**src/rtl/zx_pixel_serializer_if.sv**
```systemverilog
// Video-latch side bundle for zx_pixel_serializer: cell load inputs, border/blank/frame
// controls and the registered RGBI/ACTIVE outputs.
interface zx_pixel_serializer_if;
  logic       CE;
  logic       LD;
  logic       DE;
  logic [7:0] D_PIX;
  logic [7:0] D_ATTR;
  logic [2:0] BORDER;
  logic       BLANK;
  logic       FRAME;
  logic       COL_R;
  logic       COL_G;
  logic       COL_B;
  logic       COL_I;
  logic       ACTIVE;

  modport master (
    output CE, LD, DE, D_PIX, D_ATTR, BORDER, BLANK, FRAME,
    input  COL_R, COL_G, COL_B, COL_I, ACTIVE
  );

  modport slave (
    input  CE, LD, DE, D_PIX, D_ATTR, BORDER, BLANK, FRAME,
    output COL_R, COL_G, COL_B, COL_I, ACTIVE
  );
endinterface

```
**src/rtl/zx_pixel_serializer.sv**
```systemverilog
// ZX Spectrum pixel serializer: shifts one pixel byte per cell MSB first and applies
// ink/paper/bright/border/blank rules. Flash logic exists only with ZX_PIX_FLASH_EN defined.
module zx_pixel_serializer #(
  parameter int FLASH_DIV = 16
) (
  input logic                  C,
  input logic                  R,
  zx_pixel_serializer_if.slave bus
);
  logic [7:0] shift;
  logic [7:0] attr;
  logic [3:0] cnt;
  logic       act;
  logic       phase;
  logic       pix;
  logic [2:0] colour;
  logic       intensity;
  logic       active_next;

`ifdef ZX_PIX_FLASH_EN
  localparam int CW = $clog2(FLASH_DIV);
  localparam logic [CW-1:0] FLASH_LAST = CW'(FLASH_DIV - 1);
  logic [CW-1:0] flash_cnt;

  // FRAME advances the flash phase independently of the pixel clock enable.
  always_ff @(posedge C) begin
    if (R) begin
      flash_cnt <= '0;
      phase     <= 1'b0;
    end else if (bus.FRAME) begin
      if (flash_cnt == FLASH_LAST) begin
        flash_cnt <= '0;
        phase     <= ~phase;
      end else begin
        flash_cnt <= flash_cnt + 1'b1;
      end
    end
  end

  assign pix = shift[7] ^ (attr[7] & phase);
`else
  logic unused_flash;
  assign phase        = 1'b0;
  assign pix          = shift[7];
  assign unused_flash = ^{bus.FRAME, attr[7], phase, FLASH_DIV < 2};
`endif

  // Colour choice is made from the state before this CE cycle's load/shift.
  always_comb begin
    colour      = bus.BORDER;
    intensity   = 1'b0;
    active_next = 1'b0;
    if (act) begin
      colour      = pix ? attr[2:0] : attr[5:3];
      intensity   = attr[6];
      active_next = 1'b1;
    end
    if (bus.BLANK) begin
      colour      = 3'b000;
      intensity   = 1'b0;
      active_next = 1'b0;
    end
  end

  always_ff @(posedge C) begin
    if (R) begin
      shift      <= 8'h00;
      attr       <= 8'h00;
      cnt        <= 4'd0;
      act        <= 1'b0;
      bus.COL_G  <= 1'b0;
      bus.COL_R  <= 1'b0;
      bus.COL_B  <= 1'b0;
      bus.COL_I  <= 1'b0;
      bus.ACTIVE <= 1'b0;
    end else if (bus.CE) begin
      bus.COL_G  <= colour[2];
      bus.COL_R  <= colour[1];
      bus.COL_B  <= colour[0];
      bus.COL_I  <= intensity;
      bus.ACTIVE <= active_next;
      if (bus.LD) begin
        shift <= bus.D_PIX;
        attr  <= bus.D_ATTR;
        act   <= bus.DE;
        cnt   <= 4'd8;
      end else if (cnt != 4'd0) begin
        shift <= {shift[6:0], 1'b0};
        cnt   <= cnt - 4'd1;
        if (cnt == 4'd1) begin
          act <= 1'b0;
        end
      end
    end
  end
endmodule
```
**src/flat_wrapper.sv**
```systemverilog
// flat-port wrapper written by rule: the top's interface ports become plain ports
module zx_pixel_serializer_flat 
#(
  parameter int FLASH_DIV = 16
)
  (C, R, bus_CE, bus_LD, bus_DE, bus_D_PIX, bus_D_ATTR, bus_BORDER, bus_BLANK, bus_FRAME, bus_COL_R, bus_COL_G, bus_COL_B, bus_COL_I, bus_ACTIVE);
  zx_pixel_serializer_if bus_i ();
  input logic C;
  input logic R;
  input wire logic [$bits(bus_i.CE)-1:0] bus_CE;
  input wire logic [$bits(bus_i.LD)-1:0] bus_LD;
  input wire logic [$bits(bus_i.DE)-1:0] bus_DE;
  input wire logic [$bits(bus_i.D_PIX)-1:0] bus_D_PIX;
  input wire logic [$bits(bus_i.D_ATTR)-1:0] bus_D_ATTR;
  input wire logic [$bits(bus_i.BORDER)-1:0] bus_BORDER;
  input wire logic [$bits(bus_i.BLANK)-1:0] bus_BLANK;
  input wire logic [$bits(bus_i.FRAME)-1:0] bus_FRAME;
  output wire logic [$bits(bus_i.COL_R)-1:0] bus_COL_R;
  output wire logic [$bits(bus_i.COL_G)-1:0] bus_COL_G;
  output wire logic [$bits(bus_i.COL_B)-1:0] bus_COL_B;
  output wire logic [$bits(bus_i.COL_I)-1:0] bus_COL_I;
  output wire logic [$bits(bus_i.ACTIVE)-1:0] bus_ACTIVE;
  assign bus_i.CE = bus_CE;
  assign bus_i.LD = bus_LD;
  assign bus_i.DE = bus_DE;
  assign bus_i.D_PIX = bus_D_PIX;
  assign bus_i.D_ATTR = bus_D_ATTR;
  assign bus_i.BORDER = bus_BORDER;
  assign bus_i.BLANK = bus_BLANK;
  assign bus_i.FRAME = bus_FRAME;
  assign bus_COL_R = bus_i.COL_R;
  assign bus_COL_G = bus_i.COL_G;
  assign bus_COL_B = bus_i.COL_B;
  assign bus_COL_I = bus_i.COL_I;
  assign bus_ACTIVE = bus_i.ACTIVE;
  zx_pixel_serializer #(.FLASH_DIV(FLASH_DIV)) u_core (.C(C), .R(R), .bus(bus_i));
endmodule
```
**config.mk**
```make
export PLATFORM = sky130hd
export DESIGN_NAME = zx_pixel_serializer_flat
export DESIGN_NICKNAME = d
export VERILOG_FILES = /design/src/rtl/zx_pixel_serializer_if.sv /design/src/rtl/zx_pixel_serializer.sv /design/src/flat_wrapper.sv
export SDC_FILE = /design/constraint.sdc
export NUM_CORES = 1
export LEC_CHECK = 0
export ABC_AREA = 1
export BUFFER_PORTS_ARGS = -buffer_cell sky130_fd_sc_hd__buf_2
export CAP_MARGIN = 5
export CELL_PAD_IN_SITES_DETAIL_PLACEMENT = 2
export CELL_PAD_IN_SITES_GLOBAL_PLACEMENT = 2
export CORE_AREA = 8 8 77 79
export CTS_CLUSTER_SIZE = 8
export DETAILED_ROUTE_END_ITERATION = 6
export DIE_AREA = 0 0 85 87
export HOLD_SLACK_MARGIN = 0.05
export PLACE_DENSITY = 0.69
export SLEW_MARGIN = 25
export SYNTH_ARGS = -nofsm -noshare
export SYNTH_HDL_FRONTEND = slang
export SYNTH_SLANG_ARGS = --single-unit
export TNS_END_PERCENT = 50
```
**constraint.sdc**
```tcl
create_clock -name C -period 1.25 [get_ports C]
set_input_delay 0.3125 -clock C [delete_from_list [all_inputs] [get_ports C]]
set_output_delay 0.3125 -clock C [all_outputs]
set_load 0.01 [all_outputs]
```
Word level (Yosys, flattened, before mapping)
Cells that the tools add are included.
{ "op_classes": {"order_cmp": 0, "n_bitwise": 0, "shift": 0, "n_mul": 0, "mux": 14, "addsub": 1, "reduce_logical": 6, "eq_ne": 1, "div_mod_pow": 0} }
{ "op_table": {"columns": ["operator", "n"], "rows": [
  ["$mux 8", 2],
  ["$mux 3", 3],
  ["$mux 4", 2],
  ["$mux 1", 7],
  ["$eq 4x1->1 const B", 1],
  ["$reduce_and 2->1", 2],
  ["$reduce_bool 2->1", 2],
  ["$reduce_bool 4->1", 1],
  ["$sub 4x1->4 const B", 1],
  ["$reduce_and 3->1", 1]
]} }
{ "word_totals": {"reg_bits": 25, "ramBits": 0, "output_inout_bits": 5, "mem_bits_ro": 0, "wordCells": 31, "latchBits": 0, "mem_count": 0} }

Longest topological paths before layout
Gate-level depths: netlist (run 1).
{ "logic_depth": {"ltp_word": 4, "mapped_depth": 9, "mapped_depth_nobuf": 8} }

Worst setup path after synthesis (run 1)
Ideal clock, no wire load.
{ "synth_path": {"path_kind": "reg2reg", "from": "reg u_core.cnt[0]", "to": "reg u_core.cnt[3]", "setup_time_ns": 0.070, "required_ns": 1.180, "stages_incl_launch_ff": 10, "synth_period_minus_slack_ns": 1.262, "n_path_buf": 1, "arrival_ns": 1.192, "setup_slack_ns": -0.012, "path_cell_list": "dfxtp_1 inv_1 ha_1 inv_1 nor2_4 nand2_2 nand2_2 buf_6 nand2_1 a21oi_1"} }
{ "synth_between": {"elab_chain_len": 3, "word_cells_on_any_way": 6, "cone_classes": "1 x add/sub; 2 x mux; 3 x reduce/logical"} }
{ "synth_lines": {"columns": ["element", "line_no", "source"], "rows": [
  ["start, declared", "zx_pixel_serializer.sv:12", "logic [3:0] cnt;"],
  ["start signal, assigned", "zx_pixel_serializer.sv:89", "cnt <= cnt - 4'd1;"],
  ["$sub 4x1->4 / $reduce_bool 4->1 (equally long branches)", "zx_pixel_serializer.sv:89, zx_pixel_serializer.sv:87", null],
  ["$mux 4 / $reduce_bool 2->1 (equally long branches)", null, null],
  ["$mux 4 / $reduce_and 2->1 (equally long branches)", null, null]
]} }
Parallel ways exist; a longest one is shown, timed or not. The select of a mux whose other input is x is not followed.
A chain may end at the register's enable or synchronous reset.

Worst setup path in the final report (run 1)
{ "layout_path": {"from": "reg u_core.cnt[1]", "to": "reg u_core.shift[1]"} }
{ "layout_between": {"elab_chain_len": 3} }
{ "layout_lines": {"columns": ["element", "line_no", "source"], "rows": [
  ["$reduce_bool 4->1", "zx_pixel_serializer.sv:87", "end else if (cnt != 4'd0) begin"],
  ["$reduce_bool 2->1 (no source line)", null, null],
  ["$reduce_and 2->1 (no source line)", null, null],
  ["end signal, assigned", "zx_pixel_serializer.sv:83", "shift <= bus.D_PIX;"],
  ["end signal, assigned", "zx_pixel_serializer.sv:88", "shift <= {shift[6:0], 1'b0};"],
  ["end, declared", "zx_pixel_serializer.sv:10", "logic [7:0] shift;"]
]} }
Every way passes these cells.

==> results.yml, run 1 <==
yosys:
  ys_ff_latch: 25
  synth_top_cell_area_share_pct: 43.3
  syn_area_mm2: 0.00115
  synth_top_area_cell: "dfxtp_1"
  synth_commonest_cells: "nand2_1 (39), nor2_1 (27), dfxtp_1 (25)"
  synth.area.top_cells: "dfxtp_1 (43%), nand2_1 (13%), nor2_1 (8.8%)"
  synth_nets: 187
  yosysMostFrequentCell: "nand2_1"
  yosys_warnings: 0
  synthArstFlopShare_pct: 0
  ys_types: 23
  avgSynthCellArea_um2: 7.26
  syn_inst: 159
  ys.flop_type: "dfxtp_1"
  synth_edf_count: 0
  yosysSeqAreaShare_pct: 43.3
job:
  maxCapViolations: 0
clock_network:
  numCtsBuffers: 3
  clock_path_buffers: 2
  clock-root-buffer: "clkbuf_8"
  insertion_delay_ps: 270
  tritoncts: "done"
  cts_max_level: 1
  path_clk_slew_ps: 90
  clock-sinks: 25
  ctsHoldBuffers: 0
pwr:
  p_per_area_mw_per_mm2: 1190
  clockPowerShare_pct: 27.0
  power_switching_mw: 0.571
  p_sw_share_pct: 30.7
  power_frac_comb_pct: 24.5
  p_int_mw: 1.29
  seqPwrFrac_pct: 48.6
  leakage_nw: 0.689
  peakVddDrop_v: 0.000372
drt:
  drt_iter0_markers: 25
  first_pass_iters: 2
  dr_total_vias: 1191
  drtAntennaViolNets: 0
  drc: 0
  avgRoutedWirePerCell_um: 14.6
  wl_um: 3740
  avgViaCountPerCell: 4.65
timing:
  post-route-period-util_pct: 98.6
  post-route-min-period_ps: 1230
  clock.fmax_ghz: 0.811
  hold_viol_final: 0
  worst_pin_slew_ps: 516
  setup_viol: 0
  worst_clock_skew_ps: 2.02
  slew_viol_final: 0
  rsz0062_at_grt: "yes"
  relSlewSlack_pct: 65.6
placed_design:
  place_congestion: 0.768
  numPortBuffers: 28
  placed_area_mm2: 0.00141
  dpl.hpwl_um: 2760
  placed_cells: 246
floorplan:
  initial_core_util_pct: 23.8
  die_h_um: 87
  ios: 31
  die_x_um: 85
  die-area_mm2: 0.00740
  rows: 26
  core-area_mm2: 0.00485
global_routing:
  grt_max_degree: 18
  grt_pass1_vias: 1344
  overflow: 0
  grt_pass1_wl_um: 6310
  antenna_found_initial: 0
  grt.total_usage_pct: 10.7
finish:
  multi_input_area_um2: 646
  syn2layout_area_growth_pct: 35.1
  fin_area_mm2: 0.00156
  antenna_cells: 0
  drive_gt1_share_pct: 34.0
  nets: 229
  stdcell_count: 256
  nFillCells: 586
  regArea_um2: 503
worst_setup_path:
  crit_family: "flip-flops"
  worstPathArrival_ps: 1410
  crit_path_start_kind: "flop"
  critical_path_class: "flop to flop"
  reg2reg_depth: 8
  crit_chain: "inv_2, ha_4, inv_2, nor2_4, a21oi_4, buf_12, nor2_1, nor2_1"
  cp_max_fo: 5
  end_kind: "flop"
  critical-path-max-stage-delay_ps: 330
  crit_slowest_cell: "dfxtp_2"
  cp.depth: 8
  critPathRequiredTime_ps: 1430
  worst-path-buf-inv: 3
outcome:
  status: "completed"
worst_hold_path:
  min_path_cells: 3
  hp-class: "primary input to flop"
[layout make-up]
cell class / instances / area share [%]
Clock buffer: 3 / 2.65
Clock inverter: 1 / 0.481
Inverter: 11 / 2.73
Multi-Input combinational cell: 119 / 41.4
Sequential cell: 25 / 32.2
Tap cell: 56 / 4.49
Timing Repair Buffer: 41 / 16.0
[flip-flops by register name (all words and copies together), names as in the netlist]
register,count
u_core.bus.COL_B,1
u_core.attr,7
u_core.act,1
u_core.shift,8
u_core.bus.COL_G,1
u_core.bus.COL_R,1
u_core.bus.ACTIVE,1
u_core.cnt,4
u_core.bus.COL_I,1
[worst reg2reg max path, cell delays in order, from the launching register on]
cell,delay (ps)
dfxtp_2,330
inv_2,70
ha_4,140
inv_2,40
nor2_4,160
a21oi_4,110
buf_12,150
nor2_1,80
nor2_1,50
[routing by layer]
layer  share of wire [%]  vias to the layer above  track usage, %
li1                    -                      596               -
met1                  42                      575            11.3
met2                  55                       15            21.3
met3                 1.5                        5            1.04
met4                 1.5                        0            3.88
met5                   0                        -               0
[power groups by stage]
stage | clock network, mW | registers (mW) | logic, mW
3_5_place_dp | 0 | 0.918 | 0.383
6_report | 0.502 | 0.904 | 0.455
4_1_cts | 0.527 | 0.901 | 0.436
2_1_floorplan | 0 | 0.908 | 0.242
3_3_place_gp | 0 | 0.914 | 0.355
5_1_grt | 0.555 | 0.914 | 0.513
[cells in the final DEF, fill, tap and decap left out]
cell / Yosys / final
nand2_1: 39 / 39
buf_2: 2 / 28
nor2_1: 27 / 23
dfxtp_1: 25 / 23
a21oi_1: 13 / 13
buf_4: 1 / 12
o21ai_0: 11 / 11
nand3_1: 6 / 6
o21ai_1: 7 / 6
inv_2: 2 / 5
nor2_4: 3 / 5
inv_1: 8 / 5
o211ai_1: 3 / 3
nand2_4: 1 / 3
clkbuf_8: 0 / 3
nor2_2: 0 / 2
dfxtp_2: 0 / 2
nand4_1: 1 / 1
a21oi_4: 1 / 1
nand2_8: 0 / 1
clkinv_2: 1 / 1
xor2_1: 1 / 1
nand3_2: 1 / 1
o21ai_2: 0 / 1
ha_4: 0 / 1
ha_1: 2 / 1
clkinvlp_4: 0 / 1
buf_12: 0 / 1
[timing repair]
| item | 4_1_cts | 5_1_grt |
|---|---|---|
| gates cloned | 1 | 0 |
| setup endpoints to repair | 12 | 12 |
| pin swaps | 3 | 4 |
| gates resized for setup | 7 | 7 |
| buffers inserted | 2 | 3 |
[cells by family (layout without fill, tap and decap cells)]
family	count (synthesis)	after routing	share of synthesized area (%)
fa+ha+maj	2	2	2.17
compound gates	35	35	16.8
xor+xnor	1	1	0.759
flops	25	25	43.3
simple gates	80	81	30.4
buf+inv	16	56	6.50
[final timing paths]
path	from	to	slack, ps
worst max-delay path	u_core.cnt[1]	u_core.shift[1]	20
worst min-delay path	bus_D_ATTR[2]	u_core.attr[2]	290
worst max register to register	u_core.cnt[1]	u_core.shift[1]	20
worst min register to register	u_core.shift[3]	u_core.shift[3]	470
[through the flow]
stage / power [mW] / hold slack [ps] / setup slack, ps / utilization [%] / setup TNS (ps)
2_1_floorplan: 1.15 / 425 / 10.6 / - / 0
3_3_place_gp: 1.27 / 442 / -76.9 / 29.0 / -448
3_5_place_dp: 1.30 / 454 / -153 / 29.0 / -1310
4_1_cts: 1.86 / 282 / 1.18 / 31.2 / 0
5_1_grt: 1.98 / 284 / -61.3 / 32.2 / -349
6_report: 1.86 / 285 / 17.0 / 32.2 / 0
No activity file was read; power rests on OpenSTA's default activity.
==> run 2: changes to the inputs <==
- CORE_AREA: 8 8 77 79 -> 8 8 75 77
- DIE_AREA: 0 0 85 87 -> 0 0 83 85
- SETUP_SLACK_MARGIN: not set -> 0.3
- clock period: 1.25 -> 1.35 ns (I/O delays scaled with it)
==> results.yml, run 2 (same netlist as run 1, synthesis figures left out) <==
drt:
  avgViaCountPerCell: 4.68
  drtAntennaViolNets: 0
  avgRoutedWirePerCell_um: 15.5
  drt_iter0_markers: 30
  first_pass_iters: 4
  dr_total_vias: 1174
  drc: 0
  wl_um: 3890
timing:
  post-route-period-util_pct: 94.7
  worst_pin_slew_ps: 275
  worst_clock_skew_ps: 0.710
  clock.fmax_ghz: 0.782
  rsz0062_at_grt: "yes"
  setup_viol: 0
  timing.hold.ws_ps: 314
  slew_viol_final: 0
  post-route-min-period_ps: 1280
  hold_viol_final: 0
  relSlewSlack_pct: 81.6
worst_setup_path:
  critPathRequiredTime_ps: 1520
  end_kind: "flop"
  regToRegStartpoint: "u_core.cnt[0]"
  cp_max_fo: 8
  crit_path_start_kind: "flop"
  crit_family: "flip-flops"
  reg2reg_depth: 8
  cpMostUsedCell: "inv_2"
  reg2reg_slack_ps: 70
  r2r-end: "u_core.cnt[0]"
  critical-path-max-stage-delay_ps: 340
  worst-path-buf-inv: 3
  worstPathArrival_ps: 1450
  crit_chain: "inv_2, ha_4, inv_2, nor2_4, a21oi_4, buf_12, o21ai_2, nor2_1"
  crit_slowest_cell: "dfxtp_2"
  critical_path_class: "flop to flop"
global_routing:
  grt_pass1_vias: 1358
  grt.total_usage_pct: 11.1
  overflow: 0
  grt_pass1_wl_um: 6450
  grt_max_degree: 18
  antenna_found_initial: 0
finish:
  largestRegisters: "u_core.shift: 8 flops, u_core.attr: 7 flops, u_core.cnt: 4 flops"
  postLayoutCoreUtil_pct: 33.8
  syn2layout_area_growth_pct: 32.9
  nets: 226
  layout_commonest_cell: "nand2_1"
  regMostFlops: "u_core.shift"
  drive_gt1_share_pct: 33.5
  antenna_cells: 0
  largest_register_ffs: 8
  nFillCells: 530
  final_cell_mix: "nand2_1 (39), buf_2 (28), nor2_1 (25)"
clock_network:
  clock-sinks: 25
  cts_max_level: 1
  numCtsBuffers: 3
  clock_path_buffers: 2
  insertion_delay_ps: 270
  tritoncts: "done"
  ctsHoldBuffers: 0
  path_clk_slew_ps: 90
  clock-root-buffer: "clkbuf_8"
floorplan:
  core-area_mm2: 0.00454
  initial_core_util_pct: 25.5
  die-area_mm2: 0.00706
  die_h_um: 85
  rows: 25
  die_x_um: 83
  ios: 31
pwr:
  total_power_mw: 1.72
  leakage_nw: 0.676
  p_per_area_mw_per_mm2: 1120
  peakVddDrop_v: 0.000370
outcome:
  status: "completed"
placed_design:
  numPortBuffers: 28
  dpl.hpwl_um: 2760
  place_congestion: 0.708
worst_hold_path:
  min-delay-start: "bus_D_ATTR[1]"
  hp-class: "primary input to flop"
  hold_end: "u_core.attr[1]"
  min_path_cells: 3
job:
  maxCapViolations: 0
## run 2: worst max-delay path by stage
stage | startpoint | end | slack (ps) | depth (start not counted)
6_report | u_core.cnt[0] | u_core.cnt[0] | 70 | 8
4_1_cts | u_core.cnt[0] | u_core.cnt[0] | 130 | 8
3_3_place_gp | u_core.cnt[1] | u_core.cnt[1] | 50 | 8
3_5_place_dp | u_core.cnt[1] | u_core.cnt[1] | -20 | 8
2_1_floorplan | u_core.cnt[0] | u_core.cnt[3] | 160 | 9
5_1_grt | u_core.cnt[1] | u_core.cnt[1] | 10 | 8
## run 2: where the power goes
part	switching, mW	total, mW	leakage, nW	internal (mW)
logic	0.232	0.412	0.448	0.180
registers	0.0426	0.838	0.206	0.795
clock network	0.261	0.471	0.0217	0.210
total	0.536	1.72	0.676	1.18
## run 2: area by class of cell
| cell class | count | area [um^2] | share of cell area [%] |
|---|---|---|---|
| multi-input combinational | 119 | 633 | 41.2 |
| inverter | 11 | 42.5 | 2.77 |
| timing repair buffer | 38 | 240 | 15.6 |
| clock inverter | 1 | 7.51 | 0.489 |
| tap | 54 | 67.6 | 4.40 |
| sequential | 25 | 503 | 32.8 |
| clock buffer | 3 | 41.3 | 2.69 |
## run 2: metal layers
metal  routed length, um  GRT usage [%]
met5                   0              0
met4                  53           4.31
met3                 123           2.30
met2                1940           19.1
met1                1770           13.2
## run 2: through the flow
step	area [um^2]	instances	setup WS [ps]	setup TNS [ps]
floorplan	1170	159	165	0
global placement	1390	240	48.6	0
detailed placement	1390	240	-18.6	-20.8
CTS	1530	251	127	0
global route	1540	251	14.7	0
finish	1540	251	71.3	0
## run 2: timing repair
action                                 in CTS  in global routing
pin swaps                                   6                  1
setup endpoints to repair                  18                 18
gates cloned                                1                  0
endpoints found under the hold margin       0                  0
buffers inserted                            6                  0
gates resized for setup                     9                  2
## run 2: worst register-to-register path: stages (launching register included)
cell and delay, ps:
dfxtp_2 340, inv_2 80, ha_4 150, inv_2 40, nor2_4 150, a21oi_4 80
buf_12 140, o21ai_2 130, nor2_1 60
